**src/rtl/vga_pkg.sv**
```systemverilog
// Shared 1024x768@60 timing constants, field widths and colour-bar palette for
// the vga_timing slice. Test pattern is compiled in with VGA_TIMING_TEST_PATTERN_EN.
package vga_pkg;

  localparam int HOR_VISIBLE    = 1024;
  localparam int HOR_SYNC_START = 1048;
  localparam int HOR_SYNC_END   = 1183;
  localparam int HOR_TOTAL      = 1344;
  localparam int VER_VISIBLE    = 768;
  localparam int VER_SYNC_START = 771;
  localparam int VER_SYNC_END   = 776;
  localparam int VER_TOTAL      = 806;

  localparam int HCOUNT_W = 11;
  localparam int VCOUNT_W = 11;

  typedef logic [11:0] rgb12_t;

  // 4:4:4 bar colours, left to right
  localparam rgb12_t RGB_WHITE   = 12'hFFF;
  localparam rgb12_t RGB_YELLOW  = 12'hFF0;
  localparam rgb12_t RGB_CYAN    = 12'h0FF;
  localparam rgb12_t RGB_GREEN   = 12'h0F0;
  localparam rgb12_t RGB_MAGENTA = 12'hF0F;
  localparam rgb12_t RGB_RED     = 12'hF00;
  localparam rgb12_t RGB_BLUE    = 12'h00F;
  localparam rgb12_t RGB_BLACK   = 12'h000;

endpackage

```
**src/rtl/vga_if.sv**
```systemverilog
// vga_if bundle: counts, sync/blank flags and colour for one pixel, always
// registered together by the transmitter so receivers see a coherent set.
interface vga_if;
  import vga_pkg::*;

  logic [HCOUNT_W-1:0] hcount;
  logic [VCOUNT_W-1:0] vcount;
  logic                hsync;
  logic                vsync;
  logic                hblnk;
  logic                vblnk;
  rgb12_t              rgb;

  modport out (output hcount, vcount, hsync, vsync, hblnk, vblnk, rgb);
  modport in  (input  hcount, vcount, hsync, vsync, hblnk, vblnk, rgb);
endinterface

```
**src/rtl/vga_test_pattern.sv**
```systemverilog
// Combinational eight-bar colour pattern; black whenever the pixel is blanked.
// Only instantiated when VGA_TIMING_TEST_PATTERN_EN is defined.
module vga_test_pattern
  import vga_pkg::*;
#(
  parameter int BAR_W = HOR_VISIBLE / 8
) (
  input  logic [HCOUNT_W-1:0] i_hcount,
  input  logic                i_hblnk,
  input  logic                i_vblnk,
  output rgb12_t              o_rgb
);

  localparam logic [HCOUNT_W-1:0] BAR_W_C = HCOUNT_W'(BAR_W);

  logic [HCOUNT_W-1:0] w_idx;

  assign w_idx = i_hcount / BAR_W_C;

  always_comb begin
    o_rgb = RGB_BLACK;
    if (!i_hblnk && !i_vblnk) begin
      case (w_idx)
        11'd0:   o_rgb = RGB_WHITE;
        11'd1:   o_rgb = RGB_YELLOW;
        11'd2:   o_rgb = RGB_CYAN;
        11'd3:   o_rgb = RGB_GREEN;
        11'd4:   o_rgb = RGB_MAGENTA;
        11'd5:   o_rgb = RGB_RED;
        11'd6:   o_rgb = RGB_BLUE;
        default: o_rgb = RGB_BLACK;
      endcase
    end
  end

endmodule

```
**src/rtl/vga_timing.sv**
```systemverilog
// VGA timing generator driving the vga_if bundle plus a frame_start strobe.
// Define VGA_TIMING_TEST_PATTERN_EN to drive colour bars on rgb instead of 0.
module vga_timing #(
  parameter int HOR_VISIBLE    = vga_pkg::HOR_VISIBLE,
  parameter int HOR_SYNC_START = vga_pkg::HOR_SYNC_START,
  parameter int HOR_SYNC_END   = vga_pkg::HOR_SYNC_END,
  parameter int HOR_TOTAL      = vga_pkg::HOR_TOTAL,
  parameter int VER_VISIBLE    = vga_pkg::VER_VISIBLE,
  parameter int VER_SYNC_START = vga_pkg::VER_SYNC_START,
  parameter int VER_SYNC_END   = vga_pkg::VER_SYNC_END,
  parameter int VER_TOTAL      = vga_pkg::VER_TOTAL
) (
  input  logic clk65MHz,
  input  logic rst,
  vga_if.out   vga_out,
  output logic frame_start
);
  import vga_pkg::*;

  localparam logic [HCOUNT_W-1:0] H_LAST = HCOUNT_W'(HOR_TOTAL - 1);
  localparam logic [HCOUNT_W-1:0] H_VIS  = HCOUNT_W'(HOR_VISIBLE);
  localparam logic [HCOUNT_W-1:0] H_SS   = HCOUNT_W'(HOR_SYNC_START);
  localparam logic [HCOUNT_W-1:0] H_SE   = HCOUNT_W'(HOR_SYNC_END);
  localparam logic [VCOUNT_W-1:0] V_LAST = VCOUNT_W'(VER_TOTAL - 1);
  localparam logic [VCOUNT_W-1:0] V_VIS  = VCOUNT_W'(VER_VISIBLE);
  localparam logic [VCOUNT_W-1:0] V_SS   = VCOUNT_W'(VER_SYNC_START);
  localparam logic [VCOUNT_W-1:0] V_SE   = VCOUNT_W'(VER_SYNC_END);

  logic [HCOUNT_W-1:0] r_hcount, w_h_next;
  logic [VCOUNT_W-1:0] r_vcount, w_v_next;
  logic                r_hsync, r_vsync, r_hblnk, r_vblnk, r_frame_start;
  rgb12_t              r_rgb, w_rgb_next;
  logic                w_h_wrap;
  logic                w_hsync_next, w_vsync_next, w_hblnk_next, w_vblnk_next;
  logic                w_frame_start_next;

  always_comb begin
    w_h_wrap = (r_hcount == H_LAST);
    w_h_next = w_h_wrap ? '0 : r_hcount + 1'b1;
    w_v_next = r_vcount;
    if (w_h_wrap) begin
      w_v_next = (r_vcount == V_LAST) ? '0 : r_vcount + 1'b1;
    end
  end

  // Flags come from the next counts so every field registers for the same pixel.
  assign w_hblnk_next = (w_h_next >= H_VIS);
  assign w_hsync_next = (w_h_next >= H_SS) && (w_h_next <= H_SE);
  assign w_vblnk_next = (w_v_next >= V_VIS);
  assign w_vsync_next = (w_v_next >= V_SS) && (w_v_next <= V_SE);

  // Counting only ever reaches 0,0 by wrapping, so the reset-exit cycle never pulses.
  assign w_frame_start_next = (w_h_next == '0) && (w_v_next == '0);

`ifdef VGA_TIMING_TEST_PATTERN_EN
  vga_test_pattern #(
    .BAR_W(HOR_VISIBLE / 8)
  ) u_pattern (
    .i_hcount(w_h_next),
    .i_hblnk (w_hblnk_next),
    .i_vblnk (w_vblnk_next),
    .o_rgb   (w_rgb_next)
  );
`else
  assign w_rgb_next = '0;
`endif

  always_ff @(posedge clk65MHz) begin
    if (!rst) begin
      r_hcount      <= '0;
      r_vcount      <= '0;
      r_hsync       <= 1'b0;
      r_vsync       <= 1'b0;
      r_hblnk       <= 1'b0;
      r_vblnk       <= 1'b0;
      r_rgb         <= '0;
      r_frame_start <= 1'b0;
    end else begin
      r_hcount      <= w_h_next;
      r_vcount      <= w_v_next;
      r_hsync       <= w_hsync_next;
      r_vsync       <= w_vsync_next;
      r_hblnk       <= w_hblnk_next;
      r_vblnk       <= w_vblnk_next;
      r_rgb         <= w_rgb_next;
      r_frame_start <= w_frame_start_next;
    end
  end

  assign vga_out.hcount = r_hcount;
  assign vga_out.vcount = r_vcount;
  assign vga_out.hsync  = r_hsync;
  assign vga_out.vsync  = r_vsync;
  assign vga_out.hblnk  = r_hblnk;
  assign vga_out.vblnk  = r_vblnk;
  assign vga_out.rgb    = r_rgb;
  assign frame_start    = r_frame_start;

endmodule

```
**src/flat_wrapper.sv**
```systemverilog
// flat-port wrapper written by rule: the top's interface ports become plain ports
module vga_timing_flat import vga_pkg::*;
#(
  parameter int HOR_VISIBLE    = vga_pkg::HOR_VISIBLE,
  parameter int HOR_SYNC_START = vga_pkg::HOR_SYNC_START,
  parameter int HOR_SYNC_END   = vga_pkg::HOR_SYNC_END,
  parameter int HOR_TOTAL      = vga_pkg::HOR_TOTAL,
  parameter int VER_VISIBLE    = vga_pkg::VER_VISIBLE,
  parameter int VER_SYNC_START = vga_pkg::VER_SYNC_START,
  parameter int VER_SYNC_END   = vga_pkg::VER_SYNC_END,
  parameter int VER_TOTAL      = vga_pkg::VER_TOTAL
)
  (clk65MHz, rst, frame_start, vga_out_hcount, vga_out_vcount, vga_out_hsync, vga_out_vsync, vga_out_hblnk, vga_out_vblnk, vga_out_rgb);
  vga_if vga_out_i ();
  input  logic clk65MHz;
  input  logic rst;
  output logic frame_start;
  output wire logic [$bits(vga_out_i.hcount)-1:0] vga_out_hcount;
  output wire logic [$bits(vga_out_i.vcount)-1:0] vga_out_vcount;
  output wire logic [$bits(vga_out_i.hsync)-1:0] vga_out_hsync;
  output wire logic [$bits(vga_out_i.vsync)-1:0] vga_out_vsync;
  output wire logic [$bits(vga_out_i.hblnk)-1:0] vga_out_hblnk;
  output wire logic [$bits(vga_out_i.vblnk)-1:0] vga_out_vblnk;
  output wire logic [$bits(vga_out_i.rgb)-1:0] vga_out_rgb;
  assign vga_out_hcount = vga_out_i.hcount;
  assign vga_out_vcount = vga_out_i.vcount;
  assign vga_out_hsync = vga_out_i.hsync;
  assign vga_out_vsync = vga_out_i.vsync;
  assign vga_out_hblnk = vga_out_i.hblnk;
  assign vga_out_vblnk = vga_out_i.vblnk;
  assign vga_out_rgb = vga_out_i.rgb;
  vga_timing #(.HOR_VISIBLE(HOR_VISIBLE), .HOR_SYNC_START(HOR_SYNC_START), .HOR_SYNC_END(HOR_SYNC_END), .HOR_TOTAL(HOR_TOTAL), .VER_VISIBLE(VER_VISIBLE), .VER_SYNC_START(VER_SYNC_START), .VER_SYNC_END(VER_SYNC_END), .VER_TOTAL(VER_TOTAL)) u_core (.clk65MHz(clk65MHz), .rst(rst), .vga_out(vga_out_i), .frame_start(frame_start));
endmodule
```
**config.mk**
```make
export PLATFORM = sky130hd
export DESIGN_NAME = vga_timing_flat
export DESIGN_NICKNAME = d
export VERILOG_FILES = /design/src/rtl/vga_pkg.sv /design/src/rtl/vga_if.sv /design/src/rtl/vga_test_pattern.sv /design/src/rtl/vga_timing.sv /design/src/flat_wrapper.sv
export SDC_FILE = /design/constraint.sdc
export NUM_CORES = 1
export LEC_CHECK = 0
export ABC_AREA = 1
export BUFFER_PORTS_ARGS = -buffer_cell sky130_fd_sc_hd__buf_2
export CELL_PAD_IN_SITES_DETAIL_PLACEMENT = 1
export CELL_PAD_IN_SITES_GLOBAL_PLACEMENT = 1
export CORE_MARGIN = 3
export CORE_UTILIZATION = 39
export DETAILED_ROUTE_END_ITERATION = 7
export GPL_TIMING_DRIVEN = 0
export PLACE_DENSITY = 0.91
export SLEW_MARGIN = 20
export SYNTH_ARGS = -nofsm -noshare
export SYNTH_HDL_FRONTEND = slang
export SYNTH_HIERARCHICAL = 1
export SYNTH_SLANG_ARGS = --single-unit
```
**constraint.sdc**
```tcl
create_clock -name clk65MHz -period 3 [get_ports clk65MHz]
set_input_delay 0.3 -clock clk65MHz [delete_from_list [all_inputs] [get_ports clk65MHz]]
set_output_delay 0.3 -clock clk65MHz [all_outputs]
set_load 0.03 [all_outputs]
```
==> results of run 1 <==
==> worst min-delay path by stage <==
stage | end | cells after the start | slack [ps] | start
floorplan | u_core/vga_out.vcount[2] | 2 | 430 | rst
global placement | u_core/vga_out.vcount[1] | 2 | 540 | u_core/vga_out.vcount[1]
CTS | u_core/vga_out.vcount[2] | 3 | 280 | rst
global route | u_core/vga_out.vcount[2] | 3 | 290 | rst
finish | u_core/vga_out.vcount[2] | 3 | 290 | rst
detailed placement | u_core/vga_out.vcount[2] | 3 | 550 | rst
==> layout make-up <==
class                   instances  area [µm²]
well taps                      50        62.6
fillers                       595        2110
plain buffers                  17         118
flip-flops and latches         26         520
inverters                      36         135
clock buffers                   3        41.3
multi-input cells             214         985
repair buffers                 28         140
==> registers in the layout, indices dropped and copies added (netlist names) <==
name,flops
u_core/vga_out.vblnk,1
u_core/vga_out.vcount,11
u_core/frame_start,1
u_core/vga_out.hsync,1
u_core/vga_out.hcount,11
u_core/vga_out.vsync,1
==> metal layers <==
layer | GRT usage | share of wire | vias up
met5 | 0 | 0 | -
met4 | 0.0501 | 0.0059 | 0
met3 | 0.0166 | 0.037 | 2
met2 | 0.353 | 0.47 | 32
met1 | 0.261 | 0.49 | 869
li1 | - | - | 937
==> per-stage QoR <==
| stage | hold WS [ps] | util | cell area, µm² | setup WS (ps) |
|---|---|---|---|---|
| after floorplan | 426 | - | 1760 | 1090 |
| after global placement | 537 | 0.476 | 1960 | 1040 |
| after detailed placement | 552 | 0.476 | 1960 | 981 |
| after CTS | 283 | 0.486 | 2000 | 935 |
| after global routing | 295 | 0.486 | 2000 | 675 |
| final | 293 | 0.486 | 2000 | 915 |
==> cell families (layout without fill, tap and decap cells) <==
family / Yosys count / after routing / synth area share
buf+inv: 53 / 84 / 0.147
fa+ha+maj: 4 / 4 / 0.0292
xor+xnor: 4 / 4 / 0.0204
flops: 26 / 26 / 0.303
compound gates: 9 / 9 / 0.0277
other cells: 1 / 12 / 0.00218
simple gates: 185 / 185 / 0.470
==> power groups by stage <==
stage / logic [mW] / clock network (mW) / registers (mW)
after floorplan: 0.0441 / 0 / 0.368
after global placement: 0.0593 / 0 / 0.362
after detailed placement: 0.0604 / 0 / 0.362
after CTS: 0.0605 / 0.208 / 0.354
after global routing: 0.0655 / 0.227 / 0.355
final: 0.0611 / 0.202 / 0.354
==> critical path: stages, from the launching register on <==
cell and delay [ps]:
sky130_fd_sc_hd__dfxtp_1 490, sky130_fd_sc_hd__ha_1 320, sky130_fd_sc_hd__nand2_2 140, sky130_fd_sc_hd__inv_2 60
sky130_fd_sc_hd__nand2_1 80, sky130_fd_sc_hd__nor2_2 130, sky130_fd_sc_hd__buf_4 200, sky130_fd_sc_hd__nand2_1 80
sky130_fd_sc_hd__nand2_1 60, sky130_fd_sc_hd__nand2_1 100, sky130_fd_sc_hd__inv_2 100, sky130_fd_sc_hd__nand2_1 50
sky130_fd_sc_hd__nand2_1 60, sky130_fd_sc_hd__nand2_1 60, sky130_fd_sc_hd__nor2_1 90
==> synth_stat cells (3+ instances only) <==
cell,instances,share of area
sky130_fd_sc_hd__dfxtp_1,26,0.30
sky130_fd_sc_hd__nor2_1,48,0.10
sky130_fd_sc_hd__ha_1,4,0.029
sky130_fd_sc_hd__nor3_1,9,0.026
sky130_fd_sc_hd__xor2_1,3,0.015
sky130_fd_sc_hd__nand4_1,6,0.022
sky130_fd_sc_hd__a21oi_1,4,0.012
sky130_fd_sc_hd__inv_1,33,0.072
sky130_fd_sc_hd__inv_2,3,0.0066
sky130_fd_sc_hd__nand2_1,81,0.18
sky130_fd_sc_hd__nand3_1,30,0.087
sky130_fd_sc_hd__buf_4,14,0.061
sky130_fd_sc_hd__o21ai_0,4,0.012
==> results.cfg, run 1 <==
[cts]
clk_pin_slew_ps = 100
postCtsSetupRepairBufs = 0
ctsHtreeMaxLevel = 1
tritoncts = done
cts_resized = 0
clk_root_buffer_cell = sky130_fd_sc_hd__clkbuf_8
cts_buffer_depth = 2
clkSinkCount = 26
clkLatencyLatePin_ps = 280
numCtsBuffers = 3
cts_hold_buffers = 0

[power]
sw_frac_of_total = 0.260
leakagePower_nw = 1.04
ir_worst_vdd_v = 0.000132
power_frac_comb = 0.099
p_switching_uw = 161
clock_power_share = 0.328
share_seq_of_total_power = 0.573
internal_power_uw = 457
power_density_mw_per_mm2 = 309
post-layout-total-power_uw = 618

[die]
io_count = 41
fp.dieW_um = 72.3
core-area_mm2 = 0.00412
fp.dieArea_mm2 = 0.00523
floorplan.rows = 23
floorplan.initialDensity = 0.417
height_of_the_chip_um = 72.3

[detailed_routing]
ant_nets = 0
drt_iter0_drc = 74
first_pass_iters = 4
drc = 0
routed_wl_um = 4880
route.detailed.wl_per_inst_um = 13.0
routed-via-count = 1840
via_per_inst = 4.92

[synthesis]
yosysWarningCount = 6
asyncSetResetFlopFracSynth = 0
mappedNetlistArea_mm2 = 0.00172
ys_ff_latch = 26
synth_enable_flop_cells = 0
netlist_instances = 282
postSynth.topFlopCell = sky130_fd_sc_hd__dfxtp_1
mean_area_per_synthesized_cell_um2 = 6.09
synth_cell_types = 25
seq_area_frac_synth = 0.303

[grt]
number_of_global_route_vias_before_repair = 1841
grt_util_all_layers = 0.200
pin_count_of_the_biggest_net_entering_global_routing = 14
antenna_found_initial = 0
grt.overflow.total = 0
grt_pass1_wl_um = 8320

[setup_path]
critical_path_peak_fanout = 10
critical_path.reg2reg.endpoint = u_core/frame_start
cp-startpoint = u_core/vga_out.hcount[0]
criticalPathCategory = reg -> reg
worst_setup_path_start_kind = flop
timing.reg2reg.worst_path_depth = 14
critPathCaptureType = flop
critPathArrivalTime_ps = 2290
crit_end = u_core/frame_start
setup.reg_to_reg.worst_slack_ps = 920
required_ps = 3210
timing.rr.start = u_core/vga_out.hcount[0]

[sta]
timing.final.crit_share = 0.695
final_sum_of_negative_setup_slack_ps = 0
final-max-slew-violation-count = 0
slew_headroom = 0.568
finalHoldViolCount = 0
fin_crit_ps = 2080
setup_viol = 0
fmax_mhz = 480
grt_setup_unrepaired = false
tightestPinTransition_ps = 649
skew_ps = 14.0

[placed_design]
place_hpwl_um = 3960
port-buffer-count = 28
place_inst = 371
gp_congestion = 0.834

[min_path]
hold_path_class = in -> reg

[finish]
mostFrequentLayoutCells = sky130_fd_sc_hd__nand2_1 (81), sky130_fd_sc_hd__nor2_1 (48), sky130_fd_sc_hd__inv_1 (33), sky130_fd_sc_hd__nand3_1 (30), sky130_fd_sc_hd__buf_2 (29)
final_layout_size_suffix_gt1_frac = 0.176
most_common_library_cell_in_the_layout_ignoring_fill_and_taps = sky130_fd_sc_hd__nand2_1
design.final.nets = 332
flow.area_growth_from_synthesis_pct = 16.6
final_cell_count_no_fill = 374
insertedDiodeCount = 0

[outcome]
status = completed

[job]
cap_viol_max_count = 0
No activity file was read; power rests on OpenSTA's default activity.
==> run 2, diff against run 1 <==
--- a/config.mk
+++ b/config.mk
@@ -5,7 +5,7 @@
 export SDC_FILE = /design/constraint.sdc
 export NUM_CORES = 1
 export LEC_CHECK = 0
-export ABC_AREA = 1
+export ABC_AREA = 0
 export BUFFER_PORTS_ARGS = -buffer_cell sky130_fd_sc_hd__buf_2
 export CELL_PAD_IN_SITES_DETAIL_PLACEMENT = 1
 export CELL_PAD_IN_SITES_GLOBAL_PLACEMENT = 1
@@ -13,7 +13,7 @@
 export CORE_UTILIZATION = 39
 export DETAILED_ROUTE_END_ITERATION = 7
 export GPL_TIMING_DRIVEN = 0
-export PLACE_DENSITY = 0.91
+export PLACE_DENSITY = 0.85
 export SLEW_MARGIN = 20
 export SYNTH_ARGS = -nofsm -noshare
 export SYNTH_HDL_FRONTEND = slang
==> constraint.sdc (replaced) <==
create_clock -name clk65MHz -period 2.08 [get_ports clk65MHz]
set_input_delay 0.208 -clock clk65MHz [delete_from_list [all_inputs] [get_ports clk65MHz]]
set_output_delay 0.208 -clock clk65MHz [all_outputs]
set_load 0.03 [all_outputs]
==> run 2 against run 1 <==
The flow now finishes with violations (setup timing). Core utilization increased by 5.4 points. Synthesized cell count shrank 29%. Worst hold slack worse by 34 ps. Critical path type unchanged. Largest power group unchanged.
==> results.cfg, run 2 <==
[cts]
clk_pin_slew_ps = 90
clkSinkCount = 26
cts_hold_buffers = 0
clkLatencyLatePin_ps = 270
ctsHtreeMaxLevel = 1
numCtsBuffers = 3
tritoncts = done
cts_buffer_depth = 2
clk_root_buffer_cell = sky130_fd_sc_hd__clkbuf_8

[power]
internal_power_uw = 701
p_switching_uw = 242
share_seq_of_total_power = 0.533
power_density_mw_per_mm2 = 424
ir_worst_vdd_v = 0.000218
power_frac_comb = 0.112
leakagePower_nw = 0.987
post-layout-total-power_uw = 943
sw_frac_of_total = 0.256
clock_power_share = 0.354

[outcome]
status = finished with violations
violations_in_the_final_reports = setup timing

[min_path]
hold_path_startpoint = rst
min_to = u_core/vga_out.hcount[6]
hold_path_class = in -> reg
number_of_stages_on_the_worst_hold_path = 2

[die]
fp.dieArea_mm2 = 0.00522
floorplan.initialDensity = 0.416
io_count = 41
height_of_the_chip_um = 72.3
fp.dieW_um = 72.3
core-area_mm2 = 0.00412
floorplan.rows = 23

[finish]
layout.filler_cells = 514
multi_input_area_mm2 = 0.00117
final_core_occ = 0.541
area.sequential_um2 = 554
flow.area_growth_from_synthesis_pct = 30.0
finalInstanceArea_mm2 = 0.00222
most_common_library_cell_in_the_layout_ignoring_fill_and_taps = sky130_fd_sc_hd__buf_2
insertedDiodeCount = 0
design.final.nets = 261
final_layout_size_suffix_gt1_frac = 0.398
mostFrequentLayoutCells = sky130_fd_sc_hd__buf_2 (28), sky130_fd_sc_hd__buf_4 (27), sky130_fd_sc_hd__nor2_1 (18), sky130_fd_sc_hd__nand2_1 (17), sky130_fd_sc_hd__dfxtp_1 (15)

[sta]
timing.final.crit_share = 1.11
fin_crit_ps = 2310
finalHoldViolCount = 0
skew_ps = 6.60
hold_ws_ps = 258
setup_viol = 2
fmax_mhz = 433
grt_setup_unrepaired = true
final_sum_of_negative_setup_slack_ps = -418
post-route-worst-setup-slack_ps = -229
final-max-slew-violation-count = 0

[synthesis]
mean_area_per_synthesized_cell_um2 = 8.56
mappedNetlistArea_mm2 = 0.00171
synth_cell_types = 52
synth_top_cells_by_area = sky130_fd_sc_hd__dfxtp_1 (30%), sky130_fd_sc_hd__buf_4 (5.7%), sky130_fd_sc_hd__xnor2_1 (5.1%), sky130_fd_sc_hd__nor2_1 (3.9%), sky130_fd_sc_hd__nand2_1 (3.7%)
asyncSetResetFlopFracSynth = 0
netlist.area_leader.share = 0.304
yosys.cell_count.top_type = sky130_fd_sc_hd__dfxtp_1
seq_area_frac_synth = 0.304
synth_enable_flop_cells = 0
ys_ff_latch = 26
yosysWarningCount = 6
ys_top_cells_by_count = sky130_fd_sc_hd__dfxtp_1 (26), sky130_fd_sc_hd__nor2_1 (18), sky130_fd_sc_hd__nand2_1 (17)
synth_largest_area_cell = sky130_fd_sc_hd__dfxtp_1
netlist_instances = 200
postSynth.topFlopCell = sky130_fd_sc_hd__dfxtp_1

[detailed_routing]
drc = 0
first_pass_iters = 4
routed_wl_um = 5430
route.detailed.wl_per_inst_um = 17.9
routed-via-count = 1683
ant_nets = 0
via_per_inst = 5.54
drt_iter0_drc = 96

[placed_design]
placed_area_mm2 = 0.00204
gp_congestion = 0.828
port-buffer-count = 28
place_hpwl_um = 3470

[grt]
number_of_global_route_vias_before_repair = 1617
grt_util_all_layers = 0.207
grt.overflow.total = 0
antenna_found_initial = 0
grt_pass1_wl_um = 8510
pin_count_of_the_biggest_net_entering_global_routing = 15

[setup_path]
critPathCaptureType = flop
critical_path_peak_fanout = 7
critPathArrivalTime_ps = 2500
timing.reg2reg.worst_path_depth = 7
timing.rr.start = u_core/vga_out.hcount[9]
critical_path.reg2reg.endpoint = u_core/frame_start
required_ps = 2270
criticalPathCategory = reg -> reg
worst_setup_path_start_kind = flop
setup.reg_to_reg.worst_slack_ps = -230

[job]
cap_viol_max_count = 0
## run 2: area by class of cell
class | instances | area share
Multi-Input combinational cell | 162 | 0.526
Tap cell | 50 | 0.0281
Buffer | 16 | 0.0546
Sequential cell | 26 | 0.249
Timing Repair Buffer | 42 | 0.110
Inverter | 4 | 0.00675
Clock buffer | 4 | 0.0247
## run 2: what timing repair did
item / 4_1_cts / 5_1_grt
endpoints found under the setup margin: 5 / 4
pin swaps: 6 / 4
buffers inserted: 10 / 4
gates resized for setup: 5 / 15
## run 2: routing by layer
layer  track usage  up-vias  routed length [µm]
met5             0        -                   0
met4        0.0480        0                  38
met3        0.0235        4                 166
met2         0.348       40                2740
met1         0.282      836                2490
li1              -      803                   -
## run 2: worst max-delay path by stage
stage | start | endpoint | slack, ps | depth (start not counted)
6_report | u_core/vga_out.hcount[9] | u_core/frame_start | -230 | 7
5_1_grt | u_core/vga_out.hcount[9] | u_core/frame_start | -280 | 6
4_1_cts | u_core/vga_out.hcount[9] | u_core/frame_start | -180 | 6
3_5_place_dp | u_core/vga_out.hcount[7] | u_core/frame_start | -310 | 7
3_3_place_gp | u_core/vga_out.hcount[7] | u_core/frame_start | -300 | 7
2_1_floorplan | u_core/vga_out.hcount[7] | u_core/frame_start | -190 | 7
## run 2: kinds of logic (layout without fill, tap and decap cells)
group,count (synthesis),count (layout),share of synthesized area
buf+inv,23,66,0.101
fa+ha+maj,4,4,0.0292
mux,5,5,0.0300
other cells,1,12,0.00219
simple gates,96,96,0.330
flops,26,26,0.304
compound gates,30,30,0.127
xor+xnor,15,15,0.0768
## run 2: critical path: stages, from the launching register on
cell                        delay, ps
sky130_fd_sc_hd__dfxtp_4          360
sky130_fd_sc_hd__nand4bb_4        220
sky130_fd_sc_hd__or4_4            580
sky130_fd_sc_hd__buf_4            190
sky130_fd_sc_hd__a21oi_2          150
sky130_fd_sc_hd__o21ai_1          100
sky130_fd_sc_hd__or4_1            450
sky130_fd_sc_hd__a211oi_2         180
## run 2: power by group through the flow
stage	sequential (mW)	combinational [mW]	clock (mW)
final	0.503	0.106	0.334
after global routing	0.504	0.114	0.371
after CTS	0.507	0.101	0.345
after detailed placement	0.521	0.0957	0
after global placement	0.521	0.0950	0
after floorplan	0.529	0.0709	0
## run 2: metrics by stage
| step | worst slack, ps | cells |
|---|---|---|
| after CTS | -183 | 300 |
| after detailed placement | -310 | 289 |
| after floorplan | -187 | 211 |
| final | -229 | 304 |
| after global routing | -279 | 304 |
| after global placement | -299 | 289 |
==> run 3, diff against run 2 <==
--- a/config.mk
+++ b/config.mk
@@ -9,6 +9,7 @@
 export BUFFER_PORTS_ARGS = -buffer_cell sky130_fd_sc_hd__buf_2
 export CELL_PAD_IN_SITES_DETAIL_PLACEMENT = 1
 export CELL_PAD_IN_SITES_GLOBAL_PLACEMENT = 1
+export CORE_ASPECT_RATIO = 0.7
 export CORE_MARGIN = 3
 export CORE_UTILIZATION = 39
 export DETAILED_ROUTE_END_ITERATION = 7
==> constraint.sdc (replaced) <==
create_clock -name clk65MHz -period 2.08 [get_ports clk65MHz]
set_input_delay 0.104 -clock clk65MHz [delete_from_list [all_inputs] [get_ports clk65MHz]]
set_output_delay 0.104 -clock clk65MHz [all_outputs]
set_load 0.03 [all_outputs]
==> run 3 against run 2 <==
The run still ends with setup timing left. Routed wire length up 6.5%. Via count up 2.0%. First-iteration DRC count down 2.1%. Fmax up 0.51%. Cell area up 1.8%. Register-to-register slack about the same. Clock-buffer cell count unchanged. Flip-flop and latch count unchanged. Power down 0.96%. Critical path type unchanged. Clock power down 4%. Clock skew up 1.2 ps. Setup slack better by 12 ps.
==> results.cfg, run 3 (synthesized netlist as in run 2, its figures left out) <==
[finish]
insertedDiodeCount = 0
multi_input_area_mm2 = 0.00122
final_layout_size_suffix_gt1_frac = 0.403
design.final.nets = 260
area.sequential_um2 = 556
mostFrequentLayoutCells = sky130_fd_sc_hd__buf_2 (28), sky130_fd_sc_hd__buf_4 (26), sky130_fd_sc_hd__nor2_1 (18), sky130_fd_sc_hd__nand2_1 (17), sky130_fd_sc_hd__dfxtp_1 (14)
finalInstanceArea_mm2 = 0.00226
flow.area_growth_from_synthesis_pct = 32.3
most_common_library_cell_in_the_layout_ignoring_fill_and_taps = sky130_fd_sc_hd__buf_2
layout.filler_cells = 488
final_cell_count_no_fill = 305

[die]
fp.dieW_um = 85.2
io_count = 41
fp.dieArea_mm2 = 0.00523
height_of_the_chip_um = 61.4
floorplan.initialDensity = 0.421
floorplan.rows = 19
core-area_mm2 = 0.00407

[setup_path]
critPathArrivalTime_ps = 2510
criticalPathCategory = reg -> reg
buffer_and_inverter_count_on_the_worst_path = 0
critPathCaptureType = flop
cp_delay_by_family_top = simple AND/OR/NAND/NOR gates
required_ps = 2290
max_stage_delay_ps = 540
worst_setup_path_start_kind = flop
crit_slowest_cell = sky130_fd_sc_hd__or4_4
crit_chain = ha_4 > nand2_8 > or4_4 > mux2_4 > o221ai_4 > or4_4 > a211oi_2
critical-path-top-cell-by-count = sky130_fd_sc_hd__or4_4
critical_path_peak_fanout = 8

[detailed_routing]
routed-via-count = 1717
route.detailed.wl_per_inst_um = 19.0
ant_nets = 0
via_per_inst = 5.63
first_pass_iters = 4
routed_wl_um = 5780
drt_iter0_drc = 94
drc = 0

[sta]
setup_viol = 3
finalHoldViolCount = 0
final_sum_of_negative_setup_slack_ps = -364
tightestPinTransition_ps = 498
post-route-worst-setup-slack_ps = -217
final-max-slew-violation-count = 0
skew_ps = 7.83
hold_ws_ps = 142
fin_crit_ps = 2300
grt_setup_unrepaired = true
slew_headroom = 0.665
timing.final.crit_share = 1.10
fmax_mhz = 435

[power]
internal_power_uw = 671
power_density_mw_per_mm2 = 412
sw_frac_of_total = 0.281
power_frac_comb = 0.119
post-layout-total-power_uw = 934
clock_power_share = 0.343
ir_worst_vdd_v = 0.000327
p_switching_uw = 263
share_seq_of_total_power = 0.539
leakagePower_nw = 0.976

[grt]
grt.overflow.total = 0
number_of_global_route_vias_before_repair = 1636
grt_pass1_wl_um = 8790
antenna_found_initial = 0
pin_count_of_the_biggest_net_entering_global_routing = 15
grt_util_all_layers = 0.223

[outcome]
status = finished with violations
violations_in_the_final_reports = setup timing

[placed_design]
placed_area_mm2 = 0.00204
port-buffer-count = 28
place_hpwl_um = 3740
gp_congestion = 0.824
place_inst = 291

[job]
cap_viol_max_count = 0

[cts]
clkSinkCount = 26
clk_pin_slew_ps = 100
ctsHtreeMaxLevel = 1
clk_root_buffer_cell = sky130_fd_sc_hd__clkbuf_8
clkLatencyLatePin_ps = 290
cts_buffer_depth = 2
tritoncts = done
numCtsBuffers = 3

[min_path]
hold_path_class = in -> reg
## run 3: timing repair
item	in CTS	in global routing
buffers inserted	11	2
resized for setup	13	14
hold buffers	0	0
pin swaps	6	3
endpoints found under the setup margin	5	5
## run 3: path summary, 6_finish.rpt
kind	start	to	slack [ps]	depth (start not counted)
min	rst	u_core/vga_out.hcount[6]	140	2
max	u_core/vga_out.hcount[1]	u_core/frame_start	-220	7
max reg2reg	u_core/vga_out.hcount[1]	u_core/frame_start	-220	7
min reg2reg	u_core/vga_out.vcount[1]	u_core/vga_out.vcount[1]	520	2
## run 3: through the flow
step / setup slack (ps) / utilization
final: -217 / 0.557
after global routing: -246 / 0.557
after CTS: -165 / 0.538
after detailed placement: -406 / 0.502
after global placement: -295 / 0.502
after floorplan: -187 / -
## run 3: layout make-up
class | instances | area share
Multi-Input combinational cell | 162 | 0.541
Sequential cell | 26 | 0.245
Timing Repair Buffer | 41 | 0.105
Buffer | 16 | 0.0536
Tap cell | 52 | 0.0287
Clock buffer | 4 | 0.0199
Inverter | 4 | 0.00663
## run 3: worst reg2reg max path, cell delays in order (launching register included)
cell and delay, ps:
sky130_fd_sc_hd__dfxtp_4 370, sky130_fd_sc_hd__ha_4 170, sky130_fd_sc_hd__nand2_8 80, sky130_fd_sc_hd__or4_4 540
sky130_fd_sc_hd__mux2_4 260, sky130_fd_sc_hd__o221ai_4 100, sky130_fd_sc_hd__or4_4 510, sky130_fd_sc_hd__a211oi_2 180
## run 3: power groups by stage
stage / Combinational, mW / Sequential [mW] / Clock, mW
after floorplan: 0.0709 / 0.529 / 0
after global placement: 0.0959 / 0.521 / 0
after detailed placement: 0.0975 / 0.521 / 0
after CTS: 0.108 / 0.505 / 0.318
after global routing: 0.119 / 0.504 / 0.346
final: 0.111 / 0.503 / 0.320
## run 3: metal layers
layer / track usage / routed length, µm
met1: 0.289 / 2680
met3: 0.0508 / 305
met2: 0.372 / 2640
met4: 0.0790 / 159
met5: 0 / 0
